[config.mk]
export PLATFORM = sky130hd
export DESIGN_NAME = fetch_queue
export DESIGN_NICKNAME = d
export VERILOG_FILES = /design/src/rtl/fetch_queue_pkg.sv /design/src/rtl/fetch_fifo.sv /design/src/rtl/fetch_queue.sv
export SDC_FILE = /design/constraint.sdc
export NUM_CORES = 1
export LEC_CHECK = 0
export CAP_MARGIN = 20
export CORE_ASPECT_RATIO = 1.1
export CORE_MARGIN = 4
export CORE_UTILIZATION = 60
export CTS_BUF_LIST = sky130_fd_sc_hd__clkbuf_4 sky130_fd_sc_hd__clkbuf_8
export DETAILED_ROUTE_END_ITERATION = 16
export PLACE_DENSITY = 0.85
export SKIP_LAST_GASP = 1
export SLEW_MARGIN = 20
export SYNTH_ARGS = -nofsm -noshare
export SYNTH_HDL_FRONTEND = slang
export SYNTH_SLANG_ARGS = --single-unit
[constraint.sdc]
create_clock -name clk_i -period 8 [get_ports clk_i]
set_input_delay 2.4 -clock clk_i [delete_from_list [all_inputs] [get_ports clk_i]]
set_output_delay 2.4 -clock clk_i [all_outputs]
set_load 0.01 [all_outputs]
[src/rtl/fetch_queue_pkg.sv]
// fetch_queue_pkg: shared FSM states, NOP constant and queue entry layout
package fetch_queue_pkg;
  typedef enum logic [1:0] {IDLE, BUSY, DROP, HALT} state_t;
  localparam logic [31:0] NOP = 32'h0000_0013;
  typedef struct packed {
    logic        err;
    logic [31:0] pc;
    logic [31:0] instr;
  } entry_t;
endpackage

[src/rtl/fetch_fifo.sv]
// fetch_fifo: DEPTH-entry queue of fetched instructions with flush
module fetch_fifo
  import fetch_queue_pkg::*;
#(
  parameter int DEPTH = 4,
  localparam int AW = $clog2(DEPTH)
) (
  input  logic          clk_i,
  input  logic          rst_i,
  input  logic          flush,
  input  logic          push,
  input  logic          pop,
  input  entry_t        din,
  output logic [AW:0]   count,
  output entry_t        head
);
  entry_t mem [DEPTH];
  logic [AW:0] wr_ptr, rd_ptr;
  // pointers carry an extra wrap bit so full and empty differ; flush wins
  always_ff @(posedge clk_i or negedge rst_i)
    if (!rst_i) begin
      wr_ptr <= '0;
      rd_ptr <= '0;
    end else if (flush) begin
      wr_ptr <= '0;
      rd_ptr <= '0;
    end else begin
      if (push) wr_ptr <= wr_ptr + 1'b1;
      if (pop) rd_ptr <= rd_ptr + 1'b1;
    end
  // storage write at the tail
  always_ff @(posedge clk_i)
    if (push && !flush) mem[wr_ptr[AW-1:0]] <= din;
  assign count = wr_ptr - rd_ptr;
  assign head = mem[rd_ptr[AW-1:0]];
endmodule

[src/rtl/fetch_queue.sv]
// fetch_queue: prefetching Wishbone fetch front end feeding decode via valid/ready
module fetch_queue
  import fetch_queue_pkg::*;
#(
  parameter logic [31:0] RESET_ADDR = 32'h8000_0000,
  parameter int DEPTH = 4,
  localparam int LVL_W = $clog2(DEPTH + 1)
) (
  input  logic             clk_i,
  input  logic             rst_i,
  input  logic             redirect_i,
  input  logic [31:0]      redirect_addr_i,
  output logic             out_valid_o,
  input  logic             out_ready_i,
  output logic [31:0]      out_instr_o,
  output logic [31:0]      out_pc_o,
  output logic             out_err_o,
  output logic [LVL_W-1:0] level_o,
  input  logic [31:0]      wbm_dat_i,
  input  logic             wbm_ack_i,
  input  logic             wbm_err_i,
  output logic             wbm_cyc_o,
  output logic             wbm_stb_o,
  output logic [31:0]      wbm_addr_o
);
  state_t state, state_n;
  logic [31:0] fetch_pc, pc_n, addr_n;
  logic cyc_n, resp, push, pop;
  logic [LVL_W-1:0] count;
  entry_t head;
  int lvl;
  assign resp = wbm_ack_i | wbm_err_i;
  assign pop = out_valid_o & out_ready_i & ~redirect_i;
  assign push = (state == BUSY) & resp & ~redirect_i;
  assign lvl = int'(count) - (pop ? 1 : 0);
  fetch_fifo #(.DEPTH(DEPTH)) u_fifo (
    .clk_i (clk_i),
    .rst_i (rst_i),
    .flush (redirect_i),
    .push  (push),
    .pop   (pop),
    .din   ('{err: wbm_err_i, pc: wbm_addr_o, instr: wbm_dat_i}),
    .count (count),
    .head  (head)
  );
  assign out_valid_o = count != '0;
  assign out_instr_o = out_valid_o ? head.instr : NOP;
  assign out_pc_o = out_valid_o ? head.pc : 32'h0;
  assign out_err_o = out_valid_o & head.err;
  assign level_o = count;
  assign wbm_stb_o = wbm_cyc_o;
  // next state: a request is only opened when a slot is guaranteed for its response
  always_comb begin
    state_n = state;
    cyc_n = wbm_cyc_o;
    addr_n = wbm_addr_o;
    pc_n = fetch_pc;
    if (redirect_i) begin
      pc_n = redirect_addr_i & ~32'h3;
      cyc_n = wbm_cyc_o & ~resp;
      state_n = cyc_n ? DROP : IDLE;
    end else if (state == IDLE && lvl < DEPTH) begin
      state_n = BUSY;
      cyc_n = 1'b1;
      addr_n = fetch_pc;
    end else if (state == BUSY && wbm_err_i) begin
      state_n = HALT;
      cyc_n = 1'b0;
    end else if (state == BUSY && wbm_ack_i) begin
      pc_n = fetch_pc + 32'd4;
      addr_n = fetch_pc + 32'd4;
      cyc_n = lvl + 1 < DEPTH;
      state_n = cyc_n ? BUSY : IDLE;
    end else if (state == DROP && resp) begin
      state_n = IDLE;
      cyc_n = 1'b0;
    end
  end
  // registered FSM, fetch pointer and bus signals
  always_ff @(posedge clk_i or negedge rst_i)
    if (!rst_i) begin
      state <= IDLE;
      wbm_cyc_o <= 1'b0;
      wbm_addr_o <= RESET_ADDR;
      fetch_pc <= RESET_ADDR;
    end else begin
      state <= state_n;
      wbm_cyc_o <= cyc_n;
      wbm_addr_o <= addr_n;
      fetch_pc <= pc_n;
    end
endmodule

==> metrics.md, run 1 <==
| Metric | Value |
|---|---|
| PortBufs | 166 |
| CP max FO | 66 |
| Synthesized instance count | 879 |
| Peak supply drop | 179 uV |
| GR Overflow Total | 0 |
| Die height | 167 microns |
| Synthesis-to-layout area growth | 20.6% |
| Total power | 5.76 mW |
| Period utilisation layout | 81.4% |
| P_int | 3.99 mW |
| Max-cap violations | 0 |
| Crit-path cells | fa_1 > xnor3_2 > inv_1 > nor3_1 > inv_2 > and2_1 > clkdlybuf4s50_1 |
| Initial antenna violation count | 0 |
| Vias per cell | 5.97 |
| Per-cell routed wire length | 21.2 microns |
| Vias in the first global route | 8443 |
| Number of flops mapped to enable cells by yosys | 252 |
| Outcome | finished clean |
| Clock-pin slew on the worst setup and hold paths | 0.06 ns |
| I/O pin count | 173 |
| Hold Fails Final Rpt | 0 |
| First-pass GRT wire length | 46700 microns |
| Slowest-stage cell, CP | dfrtp_4 |
| Initial Util | 61.6% |
| CP Class | flip-flop to output port |
| Cell area after synthesis | 13800 sq um |
| Leakage dissipation | 5.56 nW |
| Remaining DRCs | 0 |
| RePlAce Congestion | 0.886 |
| Synth warn | 0 |
| Seq/Total Area, Yosys | 67.6% |
| Sw frac | 30.7% |
| DIE AREA | 25400 sq um |
| Clk pwr share | 23.3% |
| Clock network latency to the later pin of the worst-skew pair | 0.56 ns |
| Final WL | 29100 microns |
| Ys async rst share | 21.5% |
| Post-CTS Setup Inserts | 0 |
| Combinational share of power | 36.9% |
| Placed cells | 1284 |
| CTS HTree Levels | 2 |
| Switching power | 1.77 mW |
| Cts repair resizes | 0 |
| DR pass1 iterations | 5 |
| Row cnt | 57 |
| Largest net degree at the start of global routing | 74 |
| CP peak stage delay | 0.82 ns |
| Routed vias | 8204 |
| Worst Hold Class | flip-flop to flip-flop |
| Top post-synthesis cells by area | edfxtp_1 55%, dfrtp_1 12%, mux4_2 10% |
| Clock buffer depth | 3 |
| Initial DRC count | 647 |
| All-Layer GR Usage | 23.1% |
| Fmax achieved | 0.154 GHz |
| DP HPWL | 17700 microns |
| Area leader, netlist | edfxtp_1 |
| Least-Margin Pin Slew | 1.03 ns |
| Setup-failing EPs final | 0 |
| Root buffer cell | clkbuf_8 |
| Skew final | 0.0237 ns |
| Fin crit period | 6.51 ns |
| Number of clock sinks | 321 |
| Non-Filler Instances | 1375 |
| ANT cells | 0 |
| RSZ-0062 raised after global routing | false |
| Critical Path AT | 4.11 ns |
| Final ANT Viol Nets | 0 |
| Max-Slew Margin vs Limit | 31.3% |
| Nets@finish | 1120 |
| Slew Viols, Final | 0 |
| CP Capture Type | output port |
| Part of the power in registers | 39.9% |
| Required time of the critical path | 5.60 ns |
| Setup TNS | 0 ns |
| TritonCTS Buffers | 49 |
| Die Wd | 152 microns |
| Post-synth top area share | 55.0% |
| Main synth FF type | edfxtp_1 |
| Syn Area/Cell | 15.7 sq um |
| Hold Buf Count CTS | 0 |
| Fraction of layout cells with a size suffix above 1 | 17.9% |
| Core ar. | 22300 sq um |
| Power per cell area | 347 nW/um^2 |
| CTS tree | done |
| CP Launch Type | flip-flop |
| Synth Register Bits | 321 |
| Unique cell type count in the Yosys netlist | 66 |
==> path summary, 6_finish.rpt <==
path | from | end | slack [ns] | depth (start not counted)
min in group asynchronous | rst_i | fetch_pc[16] | 2.06 | 2
worst min-delay path | wbm_addr_o[7] | u_fifo.mem[0][39] | 0.55 | 0
worst max register to register | u_fifo.rd_ptr[1] | wbm_addr_o[10] | 2.59 | 14
max in group asynchronous | rst_i | u_fifo.rd_ptr[1] | 5.26 | 2
worst min register to register | wbm_addr_o[7] | u_fifo.mem[0][39] | 0.55 | 0
worst max-delay path | u_fifo.rd_ptr[1] | out_pc_o[19] | 1.49 | 7
==> metrics by stage <==
stage	area (sq um)	setup slack (ns)	util [%]	hold slack (ns)
after floorplan	13800	3.19	-	0.506
after global placement	15600	2.01	69.9	0.528
after detailed placement	15600	1.92	69.9	0.534
after CTS	16600	1.35	74.4	0.548
after global routing	16600	1.22	74.4	0.563
final	16600	1.49	74.4	0.553
==> cell families (layout without fill, tap and decap cells) <==
group / count (synthesis) / in the layout / share of synthesized area [%]
and+or+nand+nor: 249 / 249 / 9.89
DFF: 321 / 321 / 67.6
xor gates and xnor gates: 36 / 36 / 2.40
muxes: 70 / 70 / 10.8
adders and majority gates: 10 / 10 / 0.964
AOI/OAI and AO/OA: 116 / 116 / 5.92
buffers and inverters: 76 / 274 / 2.39
other: 1 / 4 / 0.0273
==> final cells by class <==
class                      instances  area [sq um]
fill                            1377          5720
inverter                           9          33.8
multi-input combinational        485          4190
sequential                       321          9300
timing repair buffer             174          1710
tap                              295           369
clock buffer                      72           847
clock inverter                    19           148
==> registers in the layout, summed over array words and instances, names as in the netlist <==
name           flops
u_fifo.mem       252
fetch_pc          30
wbm_addr_o        30
u_fifo.rd_ptr      3
u_fifo.wr_ptr      3
state              2
wbm_cyc_o          1
==> critical path, delay by kind of cell (launching register included) <==
| family | cells | cell delay, ns |
|---|---|---|
| xor gates and xnor gates | 1 | 0.29 |
| DFF | 1 | 0.82 |
| adders and majority gates | 1 | 0.57 |
| buffers and inverters | 3 | 1.08 |
| and+or+nand+nor | 2 | 0.74 |
==> cells in the mapped netlist (4+ instances only) <==
master and n:
clkbuf_1 40, or3_1 9, and2_1 64, and3_1 12
buf_2 10, nor2_1 27, dfrtp_1 67, nand2_1 59
a2bb2oi_1 4, o311ai_0 4, mux4_2 63, nand3_1 17
nor3_1 11, inv_1 8, o221a_2 13, mux2i_1 5
o21ai_1 6, edfxtp_1 252, ha_1 9, buf_4 6
o21a_1 6, xor2_1 19, a21oi_1 14, a31oi_1 8
xnor2_1 16, o21ai_0 36, nand4_1 21, buf_1 9
nor4_1 10
==> cells in the final DEF, fill, tap and decap left out, drive strengths merged, types with 14 or more instances in the layout <==
master and n:
nand2 59, edfxtp 252, dfrtp 67, nand4 21, a21oi 14, and2 64, nor2 27, mux4 63
o21ai 43, clkdlybuf4s50 164, clkbuf 72, xnor2 16, xor2 19, nand3 19
==> per-layer routing <==
| metal | vias up | share of wire [%] | GRT usage [%] |
|---|---|---|---|
| met5 | - | 0 | 0 |
| met4 | 0 | 1.7 | 6.02 |
| met3 | 42 | 6.2 | 4.41 |
| met2 | 318 | 51 | 38.8 |
| met1 | 4114 | 41 | 31.7 |
| li1 | 3730 | - | - |
==> power groups by stage <==
stage | sequential [mW] | combinational, mW | clock, mW
2_1_floorplan | 2.23 | 1.14 | 0
3_3_place_gp | 2.32 | 2.11 | 0
3_5_place_dp | 2.33 | 2.15 | 0
4_1_cts | 2.30 | 2.17 | 1.37
5_1_grt | 2.33 | 2.28 | 1.46
6_report | 2.30 | 2.13 | 1.34
No activity file was read; power rests on OpenSTA's default activity.
==> inputs of run 2 (changes only) <==
CORE_UTILIZATION = 58   (was 60)
PLACE_DENSITY = 0.83   (was 0.85)
clock period = 6.8 ns   (was 8 ns; I/O delays follow)
==> run 2 against run 1 <==
  * Combinational power rose by 20%
  * Die area rose by 3.3%
  * Largest power group unchanged
  * Largest cell class unchanged
  * Setup slack got worse by 0.58 ns
  * Cell count rose by 0.58%
  * Clock power rose by 21%
  * Power rose by 19%
  * Sequential share of layout area fell by 0.24 points
  * Non-clock buffer count rose by 2
  * Via count barely moved
  * Global-route usage fell by 0.52 points
  * Critical path depth rose by 2
  * Sequential cell count did not move
==> metrics.md, run 2 (same netlist as run 1, synthesis figures left out) <==
| Metric | Value |
|---|---|
| Outcome | finished clean |
| Fraction of layout cells with a size suffix above 1 | 18.3% |
| Number of clock sinks | 321 |
| Period utilisation layout | 86.7% |
| DR pass1 iterations | 5 |
| RR Startpoint | u_fifo.rd_ptr[0] |
| Most common cell after layout, fill and taps aside | edfxtp_1 |
| I/O pin count | 173 |
| Largest net degree at the start of global routing | 74 |
| Hold Fails Final Rpt | 0 |
| Least-Margin Pin Slew | 1.05 ns |
| First-pass GRT wire length | 46600 microns |
| Initial antenna violation count | 1 |
| All-Layer GR Usage | 22.6% |
| CTS tree | done |
| Vias per cell | 5.94 |
| Remaining DRCs | 0 |
| RePlAce Congestion | 0.862 |
| Synthesis-to-layout area growth | 21.2% |
| Root buffer cell | clkbuf_8 |
| Initial DRC count | 554 |
| Core ar. | 23100 sq um |
| Fin crit period | 5.90 ns |
| Crit-path cells | ha_1 > fa_1 > xnor3_2 > inv_1 > nor3_1 > inv_2 > buf_12 > and2_1 > clkdlybuf4s50_1 |
| Critical Path AT | 3.86 ns |
| Power per cell area | 411 nW/um^2 |
| Final ANT Viol Nets | 0 |
| Leakage dissipation | 5.60 nW |
| CP Launch Type | flip-flop |
| Top cell family by delay on the critical path | buffers and inverters |
| Max-cap violations | 0 |
| DP HPWL | 17800 microns |
| CP Buf/Inv Count | 4 |
| Clock buffer depth | 3 |
| Hold depth | 2 |
| CP Class | flip-flop to output port |
| Slowest-stage cell, CP | dfrtp_4 |
| Final WL | 29100 microns |
| PortBufs | 166 |
| Vias in the first global route | 8430 |
| CP peak stage delay | 0.66 ns |
| CP startpoint | u_fifo.rd_ptr[0] |
| Setup TNS | 0 ns |
| WP depth | 9 |
| Skew final | 0.0210 ns |
| Hold Buf Count CTS | 0 |
| GR Overflow Total | 0 |
| Per-cell routed wire length | 21.1 microns |
| Setup-failing EPs final | 0 |
| CP Capture Type | output port |
| Row cnt | 58 |
| CP max FO | 48 |
| Peak supply drop | 318 uV |
| Die height | 170 microns |
| Reg2Reg Setup Slack | 1.88 ns |
| Post-CTS Setup Inserts | 0 |
| Total power | 6.85 mW |
| Clock network latency to the later pin of the worst-skew pair | 0.56 ns |
| Hold path startpoint | fetch_pc[31] |
| Required time of the critical path | 4.76 ns |
| Most frequent cells in the layout | 252 x edfxtp_1, 164 x clkdlybuf4s50_1, 65 x dfrtp_1, 64 x and2_1, 63 x mux4_2 |
| CTS HTree Levels | 2 |
| RSZ-0062 raised after global routing | false |
| Nets@finish | 1122 |
| DIE AREA | 26300 sq um |
| Clock-pin slew on the worst setup and hold paths | 0.06 ns |
| Max-Slew Margin vs Limit | 29.9% |
| Cts repair resizes | 0 |
| R2R depth | 15 |
| Slew Viols, Final | 0 |
| Fmax achieved | 0.170 GHz |
| Worst hold-check slack | 0.553 ns |
| Filler instances | 1486 |
| Routed vias | 8210 |
| TritonCTS Buffers | 49 |
| Die Wd | 155 microns |
| Worst Hold Class | flip-flop to flip-flop |
| Initial Util | 59.6% |
| Max FFs per register | 252 |
[run 2: through the flow]
step | instance area (sq um) | util [%] | instances | setup WS, ns
finish | 16700 | 72.2 | 1383 | 0.905
global route | 16700 | 72.2 | 1383 | 0.604
CTS | 16600 | 72.1 | 1381 | 0.624
detailed placement | 15600 | 67.7 | 1290 | 1.22
global placement | 15600 | 67.7 | 1290 | 1.33
floorplan | 13800 | - | 882 | 2.35
[run 2: worst min-delay path, cell delays in order (launching register included)]
cell and delay (ns):
dfstp_2 0.38, nand2_1 0.08, o211ai_1 0.08
[run 2: power breakdown]
group	leakage, nW	internal (mW)	total [mW]	switching, mW
Combinational	1.97	1.43	2.56	1.13
Clock	0.546	0.902	1.62	0.720
Sequential	3.09	2.42	2.67	0.250
[run 2: cell type report]
| type | instances | area [sq um] | share of cell area (%) |
|---|---|---|---|
| diodes | 1 | 2.50 | 0.0150 |
| well taps | 300 | 375 | 2.25 |
| clock inverters | 22 | 165 | 0.991 |
| repair buffers | 176 | 1740 | 10.4 |
| inverters | 9 | 33.8 | 0.203 |
| clock buffers | 69 | 862 | 5.17 |
| flip-flops and latches | 321 | 9300 | 55.8 |
| multi-input cells | 485 | 4190 | 25.1 |
[run 2: worst paths after layout]
check,end
max,out_pc_o[16]
min,fetch_pc[31]
max reg2reg,wbm_addr_o[8]
min reg2reg,fetch_pc[31]
max in group asynchronous,fetch_pc[31]
min in group asynchronous,wbm_addr_o[13]
[run 2: layer usage]
layer / track usage, % / part of all wire [%] / vias up
met1: 30.2 / 40 / 4126
li1: - / - / 3727
met4: 7.18 / 2.6 / 0
met2: 37.7 / 51 / 301
met5: 0 / 0 / -
met3: 4.77 / 6.4 / 56
==> inputs of run 3 (changes only) <==
CAP_MARGIN = 5   (was 20)
CORE_UTILIZATION = 56   (was 58)
CTS_BUF_LIST = sky130_fd_sc_hd__clkbuf_4 sky130_fd_sc_hd__clkbuf_8 sky130_fd_sc_hd__clkbuf_16   (was sky130_fd_sc_hd__clkbuf_4 sky130_fd_sc_hd__clkbuf_8)
MAX_ROUTING_LAYER = met4   (was default)
PLACE_DENSITY = 0.8   (was 0.83)
==> run 3 against run 2 <==
  * Maximum frequency down 2.1%
  * Wire length shrank 0.12%
  * Global-route usage fell by 0.45 points
  * Clock skew shrank 0.011 ns
  * Setup slack worse by 0.13 ns
  * Core utilization decreased by 2.7 points
  * Clock power is 3% higher
  * Cell count decreased by 2.0%
==> metrics.md, run 3 (same netlist as run 1, synthesis figures left out) <==
| Metric | Value |
|---|---|
| Outcome | finished clean |
| Max-Slew Margin vs Limit | 29.6% |
| Slew Viols, Final | 0 |
| Root buffer cell | clkbuf_16 |
| DP HPWL | 17500 microns |
| I/O pin count | 173 |
| Hold path startpoint | fetch_pc[31] |
| Worst hold-check slack | 0.544 ns |
| CP startpoint | u_fifo.rd_ptr[0] |
| First-pass GRT wire length | 45800 microns |
| Leakage dissipation | 5.54 nW |
| Worst Hold Class | flip-flop to flip-flop |
| RePlAce Congestion | 0.904 |
| Clock network latency to the later pin of the worst-skew pair | 0.55 ns |
| Die height | 172 microns |
| Critical Path Sink | out_pc_o[9] |
| RR Startpoint | u_fifo.rd_ptr[0] |
| Critical Path AT | 3.98 ns |
| Remaining DRCs | 0 |
| CTS tree | done |
| Core ar. | 23900 sq um |
| PortBufs | 166 |
| CP max FO | 64 |
| Slowest-stage cell, CP | dfrtp_4 |
| Fmax achieved | 0.166 GHz |
| Max-cap violations | 0 |
| All-Layer GR Usage | 22.1% |
| Vias per cell | 5.97 |
| Fin crit period | 6.02 ns |
| Row cnt | 59 |
| Period utilisation layout | 88.5% |
| CTS HTree Levels | 1 |
| Per-cell routed wire length | 21.5 microns |
| GR Overflow Total | 0 |
| Core Util, Final | 69.5% |
| RSZ-0062 raised after global routing | false |
| Reg2reg end | wbm_addr_o[22] |
| Final ANT Viol Nets | 0 |
| Routed vias | 8095 |
| DIE AREA | 27100 sq um |
| CP Capture Type | output port |
| Setup-failing EPs final | 0 |
| DR pass1 iterations | 7 |
| Die Wd | 157 microns |
| Initial antenna violation count | 1 |
| Nets@finish | 1104 |
| Cts repair resizes | 0 |
| Initial DRC count | 599 |
| R2R depth | 15 |
| Most frequent cells in the layout | 252 x edfxtp_1, 164 x clkdlybuf4s50_1, 65 x dfrtp_1, 64 x and2_1, 63 x mux4_2 |
| Crit-path cells | ha_1 > fa_1 > xnor3_2 > inv_1 > nor3_1 > inv_2 > and2_1 > clkdlybuf4s50_1 |
| Post-CTS Setup Inserts | 0 |
| CP Class | flip-flop to output port |
| Number of clock sinks | 321 |
| Peak supply drop | 325 uV |
| Hold Fails Final Rpt | 0 |
| Most common cell after layout, fill and taps aside | edfxtp_1 |
| CP peak stage delay | 0.63 ns |
| Synthesis-to-layout area growth | 20.9% |
| CP Launch Type | flip-flop |
| Skew final | 0.0101 ns |
| Fraction of layout cells with a size suffix above 1 | 15.9% |
| Clock-pin slew on the worst setup and hold paths | 0.06 ns |
| Reg2Reg Setup Slack | 1.47 ns |
| Clock buffer depth | 3 |
| Largest net degree at the start of global routing | 70 |
| Max FFs per register | 252 |
| Vias in the first global route | 8324 |
| Initial Util | 57.5% |
| Hold Buf Count CTS | 0 |
| Final WL | 29100 microns |
| TritonCTS Buffers | 31 |
| Least-Margin Pin Slew | 1.06 ns |
| Setup TNS | 0 ns |
| Required time of the critical path | 4.76 ns |
| Power per cell area | 413 nW/um^2 |
==> run 3: power breakdown <==
group	total, mW	internal, mW	switching, mW
logic	2.53	1.40	1.13
clock network	1.67	0.973	0.699
registers	2.66	2.41	0.247
total	6.87	4.79	2.08
==> run 3: layout make-up <==
class                      count  area, sq um
antenna                        1         2.50
clock buffer                  44          873
clock inverter                14          130
fill                        1635         7280
inverter                       9         33.8
multi-input combinational    485         4190
sequential                   321         9300
tap                          305          382
timing repair buffer         176         1730
==> run 3: worst min-delay path by stage <==
| stage | slack (ns) | cells past startpoint | end |
|---|---|---|---|
| 5_1_grt | 0.58 | 0 | u_fifo.mem[3][47] |
| 6_report | 0.54 | 2 | fetch_pc[31] |
| 3_5_place_dp | 0.53 | 2 | fetch_pc[31] |
| 3_3_place_gp | 0.53 | 2 | fetch_pc[31] |
| 2_1_floorplan | 0.51 | 2 | u_fifo.rd_ptr[2] |
| 4_1_cts | 0.54 | 2 | fetch_pc[31] |
==> run 3: per-layer routing <==
layer  GRT usage (%)  vias to the layer above  share of wire (%)
li1                -                     3684                  -
met1            29.8                     4104                 41
met2            36.6                      273                 51
met3            2.75                       34                5.8
met4            5.42                        0                1.6
met5               -                        -                  0
==> run 3: worst max-delay path: cells and delay by family, from the launching register on <==
family,cells,cell delay [ns]
adder cells (fa/ha/maj),2,0.66
buffers and inverters,3,1.10
AND/OR/NAND/NOR,2,0.71
XOR/XNOR,1,0.30
flip-flops,1,0.63
==> run 3: stage by stage <==
step	area (sq um)	total power, mW	setup WS [ns]	instances
after floorplan	13800	3.96	2.35	882
after global placement	15600	5.22	1.38	1296
after detailed placement	15600	5.27	1.26	1296
after CTS	16600	6.95	0.678	1354
after global routing	16600	7.22	0.551	1355
final	16600	6.87	0.779	1355
